## src/rtl/da_pkg.sv

```systemverilog
// Shared types and helpers for the distributed-arithmetic GEMM output path.
package da_pkg;

    typedef enum logic {
        FILL  = 1'b0,
        DRAIN = 1'b1
    } collector_state_t;

    // Clamp a wide signed value to the range of a signed field of the given width.
    function automatic logic signed [63:0] sat_signed(input logic signed [63:0] value,
                                                      input int                 width);
        logic signed [63:0] hi;
        logic signed [63:0] lo;
        hi = (64'sd1 <<< (width - 1)) - 64'sd1;
        lo = -(64'sd1 <<< (width - 1));
        if (value > hi) begin
            return hi;
        end
        if (value < lo) begin
            return lo;
        end
        return value;
    endfunction

endpackage

```

## src/rtl/da_requant.sv

```systemverilog
// One combinational requantization lane: optional ReLU, round-half-up right shift, saturation.
module da_requant
    import da_pkg::*;
#(
    parameter int IN_WIDTH  = 8,
    parameter int OUT_WIDTH = 8,
    parameter int SHIFT     = 0,
    parameter bit RELU_EN   = 1'b0
) (
    input  logic signed [IN_WIDTH-1:0]  in_val,
    output logic signed [OUT_WIDTH-1:0] out_val
);

    // One guard bit so adding the rounding constant to the largest input cannot wrap.
    localparam int EXT_W   = IN_WIDTH + 1;
    localparam int RND_BIT = (SHIFT > 0) ? SHIFT - 1 : 0;
    localparam logic signed [EXT_W-1:0] RND = (SHIFT > 0) ? (EXT_W'(1) << RND_BIT) : '0;

    function automatic logic signed [EXT_W-1:0] round_shift(input logic signed [EXT_W-1:0] x);
        if (SHIFT == 0) begin
            return x;
        end
        return (x + RND) >>> SHIFT;
    endfunction

    logic signed [EXT_W-1:0] x_ext;

    always_comb begin
        x_ext = EXT_W'(in_val);
        if (RELU_EN && (x_ext < 0)) begin
            x_ext = '0;
        end
        out_val = OUT_WIDTH'(sat_signed(64'(round_shift(x_ext)), OUT_WIDTH));
    end

endmodule

```

## src/rtl/da_row_collector.sv

```systemverilog
// Collects requantized engine rows into an M-row tile and drains it one row per valid/ready beat.
module da_row_collector
    import da_pkg::*;
#(
    parameter int N         = 1,
    parameter int M         = 1,
    parameter int IN_WIDTH  = 8,
    parameter int OUT_WIDTH = 8,
    parameter int SHIFT     = 0,
    parameter bit RELU_EN   = 1'b0,
    localparam int PTR_W    = (M > 1) ? $clog2(M) : 1
) (
    input  logic                        clk,
    input  logic                        rst_n,
    input  logic                        clear,
    input  logic                        in_valid,
    input  logic signed [IN_WIDTH-1:0]  in_data [N],
    output logic                        in_ready,
    output logic                        out_valid,
    input  logic                        out_ready,
    output logic signed [OUT_WIDTH-1:0] out_data [N],
    output logic [PTR_W-1:0]            out_row,
    output logic                        out_last,
    output logic                        err_overflow
);

    localparam logic [PTR_W-1:0] LAST = PTR_W'(M - 1);

    collector_state_t state;
    collector_state_t state_nxt;

    logic [PTR_W-1:0] wr_ptr;
    logic [PTR_W-1:0] rd_ptr;

    logic signed [OUT_WIDTH-1:0] rq_row  [N];
    logic signed [OUT_WIDTH-1:0] buf_mem [M][N];

    logic wr_fire;
    logic rd_fire;
    logic ovf_hit;

    for (genvar g = 0; g < N; g++) begin : g_lane
        da_requant #(
            .IN_WIDTH  (IN_WIDTH),
            .OUT_WIDTH (OUT_WIDTH),
            .SHIFT     (SHIFT),
            .RELU_EN   (RELU_EN)
        ) u_requant (
            .in_val  (in_data[g]),
            .out_val (rq_row[g])
        );
    end

    // clear overrides everything: it suppresses writes, beats and new overflow events.
    assign wr_fire = in_valid && (state == FILL) && !clear;
    assign rd_fire = out_valid && out_ready && !clear;
    assign ovf_hit = in_valid && (state == DRAIN) && !clear;

    always_ff @(posedge clk or negedge rst_n) begin
        if (!rst_n) begin
            state <= FILL;
        end else begin
            state <= state_nxt;
        end
    end

    always_comb begin
        state_nxt = state;
        if (clear) begin
            state_nxt = FILL;
        end else begin
            case (state)
                FILL:    if (wr_fire && (wr_ptr == LAST)) state_nxt = DRAIN;
                DRAIN:   if (rd_fire && (rd_ptr == LAST)) state_nxt = FILL;
                default: state_nxt = FILL;
            endcase
        end
    end

    always_comb begin
        in_ready  = (state == FILL);
        out_valid = (state == DRAIN);
    end

    always_ff @(posedge clk or negedge rst_n) begin
        if (!rst_n) begin
            wr_ptr <= '0;
            rd_ptr <= '0;
        end else if (clear) begin
            wr_ptr <= '0;
            rd_ptr <= '0;
        end else begin
            if (wr_fire) begin
                wr_ptr <= (wr_ptr == LAST) ? '0 : wr_ptr + 1'b1;
            end
            if (rd_fire) begin
                rd_ptr <= (rd_ptr == LAST) ? '0 : rd_ptr + 1'b1;
            end
        end
    end

    always_ff @(posedge clk or negedge rst_n) begin
        if (!rst_n) begin
            err_overflow <= 1'b0;
        end else if (ovf_hit) begin
            err_overflow <= 1'b1;
        end
    end

    // Row select by comparison rather than pointer indexing keeps M=1 free of zero-width selects.
    always_ff @(posedge clk or negedge rst_n) begin
        if (!rst_n) begin
            for (int r = 0; r < M; r++) begin
                for (int c = 0; c < N; c++) begin
                    buf_mem[r][c] <= '0;
                end
            end
        end else if (wr_fire) begin
            for (int r = 0; r < M; r++) begin
                if (wr_ptr == PTR_W'(r)) begin
                    buf_mem[r] <= rq_row;
                end
            end
        end
    end

    always_comb begin
        out_data = buf_mem[0];
        for (int r = 1; r < M; r++) begin
            if (rd_ptr == PTR_W'(r)) begin
                out_data = buf_mem[r];
            end
        end
        out_row  = rd_ptr;
        out_last = out_valid && (rd_ptr == LAST);
    end

endmodule

```

## config.mk

```make
export PLATFORM = sky130hd
export DESIGN_NAME = da_row_collector
export DESIGN_NICKNAME = d
export VERILOG_FILES = /design/src/rtl/da_pkg.sv /design/src/rtl/da_requant.sv /design/src/rtl/da_row_collector.sv
export SDC_FILE = /design/constraint.sdc
export NUM_CORES = 1
export LEC_CHECK = 0
export BUFFER_PORTS_ARGS = -buffer_cell sky130_fd_sc_hd__buf_4
export CORE_AREA = 2 2 39 41
export DETAILED_ROUTE_END_ITERATION = 7
export DIE_AREA = 0 0 41 43
export GPL_ROUTABILITY_DRIVEN = 0
export PLACE_DENSITY = 0.66
export SLEW_MARGIN = 20
export SYNTH_ARGS = -nofsm -noshare
export SYNTH_HDL_FRONTEND = slang
export SYNTH_HIERARCHICAL = 1
export SYNTH_SLANG_ARGS = --single-unit
export TNS_END_PERCENT = 20
```

## constraint.sdc

```tcl
create_clock -name clk -period 1.55 [get_ports clk]
set_clock_uncertainty 0.2 [all_clocks]
set_input_delay 0.31 -clock clk [delete_from_list [all_inputs] [get_ports clk]]
set_output_delay 0.31 -clock clk [all_outputs]
set_load 0.01 [all_outputs]
```

# After elaboration in Yosys (flattened, before gate mapping)
# Cells that the tools add are included.
word_totals:
  in_bits: 13
  wordCells: 42
  output_inout_bits: 13
  ff_bits: 12
op_classes:
  n_reduce_logical: 13
  n_bitwise: 3
  n_mux: 17
  add_sub_neg: 2
  magnitude_cmp: 2
op_table:
  columns: ["operator", "n"]
  rows:
  - ["$mux W8", 4]
  - ["$mux W1", 12]
  - ["$logic_and A1 B1 Y1", 9]
  - ["$gt A8 B8 Y1 const B", 1]
  - ["$lt A8 B8 Y1 const B", 1]
  - ["$reduce_bool A2 Y1", 2]
  - ["$not A1 Y1", 3]
  - ["$add A1 B1 Y1 const B", 2]
  - ["$pmux W1 S2", 1]
  - ["$reduce_and A2 Y1", 1]
  - ["$logic_not A1 Y1", 1]

# Logic depth before layout (Yosys ltp)
logic_depth:
  ltp_word: 7
  depth_mapped: 2
  ltp_nobuf: 2

# Hierarchy
# The synthesis kept the hierarchy.
by_module_without_submodules:
  columns: ["module", "seq_area_each_um2", "area_each_um2", "cells_each", "n_inst"]
  rows:
  - ["da_row_collector", 250.2, 405.4, 27, 1]
  - ["da_requant", 0.0, 30.0, 8, 1]

# Least setup slack after synthesis
# OpenSTA, ideal clock, no wires.
synth_timing:
  path_type: "reg-to-reg"
  startpoint: "register state (netlist: out_valid)"
  endpoint: "register buf_mem (netlist bit out_data[0])"
  setup_time_ps: 125
  n_path_buf: 0
  slack_ps: 25
  t_required_ps: 1225
  t_arrival_ps: 1201
  path_stages_with_launch: 3
  synth_period_minus_slack_ps: 1525
  path_cell_list: "dfrtp_1 -> nor3b_4 -> mux2_2"
synth_between:
  elab_chain_len: 4
synth_lines:
  columns: ["element", "line", "text"]
  rows:
  - ["from (decl)", "da_row_collector.sv:29", "collector_state_t state;"]
  - ["from (signal assigned)", "da_row_collector.sv:63", "state <= state_nxt;"]
  - ["$not A1 Y1", "da_row_collector.sv:55", "assign wr_fire = in_valid && (state == FILL) && !clear;"]
  - ["$logic_and A1 B1 Y1 (2 in a row)", "da_row_collector.sv:55", null]
  - ["$reduce_and A2 Y1 (no source line)", null, null]
  - ["to (signal, indexed assignment)", "da_row_collector.sv:121", "buf_mem[r] <= rq_row;"]
  - ["to (decl)", "da_row_collector.sv:36", "logic signed [OUT_WIDTH-1:0] buf_mem [M][N];"]
# Every way passes these cells.
# A chain may end at the register's enable or synchronous reset.

# Worst setup path in the final report
layout_timing:
  startpoint: "register state (netlist: out_valid)"
  endpoint: "output port in_ready"
layout_between:
  elab_chain_len: 1
layout_lines:
  columns: ["element", "line", "text"]
  rows:
  - ["$not A1 Y1", "da_row_collector.sv:81", "in_ready = (state == FILL);"]
  - ["to (decl)", "da_row_collector.sv:18", "output logic in_ready,"]
# Every way passes these cells.

==> metrics.md <==
| Metric | Value |
|---|---|
| Run status | finished clean |
| Cell Area, Synth | 435 um^2 |
| DP Worst Slack | 0.0901 ns |
| EDFF count, synth | 0 |
| Antenna violations before repair | 0 |
| Synth Instances | 35 |
| CP max-delay cell | dfrtp_1 |
| CP Buf/Inv Count | 3 |
| Post-synth net total | 48 |
| FF+latch area | 250 um^2 |
| # rows | 14 |
| DR iter-0 viols | 2 |
| Die Area | approximately 1800 um^2 |
| Initial Utilization | a little under a third |
| Sequential share of the synthesized area | 57.5% |
| Largest net degree at the start of global routing | 11 |
| Top post-synthesis cells by count | dfrtp_1 (10), clkbuf_1 (8), mux2_2 (8), buf_4 (2), inv_1 (2) |
| CTS tree | done |
| Final core occ | between 40% and 50% |
| Top post-synthesis cells by area | dfrtp_1 (57%), mux2_2 (21%), clkbuf_1 (6.9%) |
| Tmin final | approximately 1.5 ns |
| Via density | about 4.2 |
| Setup WS post-layout | about 0.070 ns |
| Overflow after GRT | 0 |
| Clock share of power | a little under a third |
| GR Util All Layers | between 10% and 20% |
| Post-route setup TNS | 0 ns |
| Comb power frac | roughly a quarter |
| Asr flop ratio synth | 100% |
| Final setup vio count | 0 |
| Synth Warn # | 6 |
| Netlist cell types | 10 |
| Share of the synthesized area in the top cell type | 57.5% |
| Max FO, Critical Path | 6 |
| Hold path start | out_ready |
| CP Launch Type | register |
| Yosys reg bits | 10 |
| Pwr/cell area | between 1000 and 1500 nW/um^2 |
| Routed WL per cell | roughly 11 um |
| RSZ-0062 raised after global routing | no |
| Layout area overhead | 53.4% |
| Crit share post-route | 95.5% |
| FMAX | 676 MHz |
| Worst path arrival time | 0.97 ns |
| Switch Pwr | between 0.15 and 0.2 mW |
| PortBufs | 24 |
| P_leak | between 0.3 and 0.4 nW |
| Max Slew Vio Count | 0 |
| Peak supply drop | between 0.0004 and 0.0005 V |
| Fill count | between 100 and 150 |
| CP peak stage delay | 0.42 ns |
| Vias post-DR | roughly 310 |
| Clk_lat worst skew | approximately 0.26 ns |
| Final hold violation count | 0 |
| Hold path depth | 2 |
| Clock slew at reported path FFs | about 0.070 ns |
| Tot Pwr | 0.762 mW |
| Die width | 41 um |
| Switch share | 24.8% |
| Reg2reg path depth | 3 |
| Post-Syn Area per Cell | 12.4 um^2 |
| Die H | 43 um |
| Global-route wire length before repair | around 1200 um |
| Setup bufs post-CTS | 0 |
| CTS max path bufs | 2 |
| CP startpoint | out_valid$_DFF_PN0_ |
| Nets | 70 |
| Hold EP | out_valid$_DFF_PN0_ |
| TritonCTS Buffers | 3 |
| Sequential power share | between 40% and 50% |
| Cell with the most instances after synthesis | dfrtp_1 |
| Core Area | approximately 1400 um^2 |
| Crit Path Category | register to output port |
| Footprint of the multi-input gates | roughly 130 um^2 |
| I/O pin cnt | 26 |
| Routed Antenna Nets | 0 |
| FF-to-FF End | out_data[5]$_DFFE_PN0P_ |
| MaxCap Viol Count | 0 |
| First-pass DRT Iterations | 2 |
| Reg-to-Reg Start | out_valid$_DFF_PN0_ |
| Ratio of cells with drive above 1 in the final layout | a little under three quarters |
| CP delay by family, top | flip-flops |
| Antenna cell count | 0 |
| Leading area contributor after synthesis | dfrtp_1 |
| Detailed placement HPWL | around 630 um |
| R2r setup slk | 0.11 ns |
| # DRC | 0 |
| Min-Delay Path Class | input pin to register |
| Setup crit end kind | output port |
| Number of global-route vias before repair | ~280 |
| Critical Path, Cell by Cell | buf_6, inv_1, buf_4 |
| CTS Root Cell | clkbuf_4 |
| Final wirelength | between 800 and 900 um |
| Cell Int Power | around 0.57 mW |
| CTS H-tree depth | 1 |
| Post-Route Hold Slack | roughly 0.014 ns |
| Dominant synthesized flop cell | dfrtp_1 |
| Sink Count | 10 |
| Worst endpoint required time | about 1.0 ns |
[layout make-up]
cell class | count | share of cell area (%)
clock buffers | 4 | 5.43
inverters | 2 | 1.12
multi-input cells | 13 | 19.9
flip-flops and latches | 10 | 37.5
well taps | 16 | 3.00
repair buffers | 27 | 33.1
[through the flow]
stage,std cells,cell area [um^2]
2_1_floorplan,35,435
3_3_place_gp,67,618
3_5_place_dp,67,618
4_1_cts,72,664
5_1_grt,72,668
6_report,72,668
[layout by cell type, fill, tap and decap left out, types with 2 or more instances in the layout]
master and count:
dfrtp_1 10, clkbuf_4 3, inv_1 2, buf_4 24, mux2_2 8
[logic make-up after synthesis]
logic type | synth area share, %
muxes | 20.7
buffers and inverters | 12.1
and+or+nand+nor | 5.17
DFF | 57.5
AOI/OAI and AO/OA | 3.74
other | 0.861
[repair_timing]
| action | 4_1_cts | 5_1_grt |
|---|---|---|
| hold buffers | 1 | 0 |
| gates resized for setup | 0 | 1 |
| endpoints found under the hold margin | 10 | 0 |
| endpoints found under the setup margin | 0 | 1 |
[power by group through the flow]
stage / combinational (mW) / sequential [mW] / clock [mW]
3_5_place_dp: 0.199 / 0.333 / 0
5_1_grt: 0.217 / 0.332 / 0.253
6_report: 0.199 / 0.328 / 0.234
3_3_place_gp: 0.195 / 0.332 / 0
2_1_floorplan: 0.0628 / 0.355 / 0
4_1_cts: 0.201 / 0.328 / 0.239
[worst max-delay path by stage]
| stage | endpoint | slack, ns | cells after the start |
|---|---|---|---|
| after floorplan | out_data[0]$_DFFE_PN0P_ | 0.02 | 2 |
| after global placement | out_data[7]$_DFFE_PN0P_ | 0.11 | 4 |
| after detailed placement | out_data[5]$_DFFE_PN0P_ | 0.09 | 4 |
| after CTS | in_ready | 0.04 | 3 |
| after global routing | in_ready | 0.02 | 3 |
| final | in_ready | 0.07 | 3 |
[flip-flops by register name (all words and copies together) (netlist names)]
name          count
out_data          8
out_valid         1
err_overflow      1
[layer usage]
| metal | track usage [%] | share of wire [%] | vias up |
|---|---|---|---|
| met5 | 0 | 0 | - |
| met4 | 6.00 | 0 | 0 |
| met3 | 3.14 | 11 | 0 |
| met2 | 14.7 | 48 | 15 |
| met1 | 12.3 | 41 | 144 |
| li1 | - | - | 146 |
No activity file was read; power rests on OpenSTA's default activity.
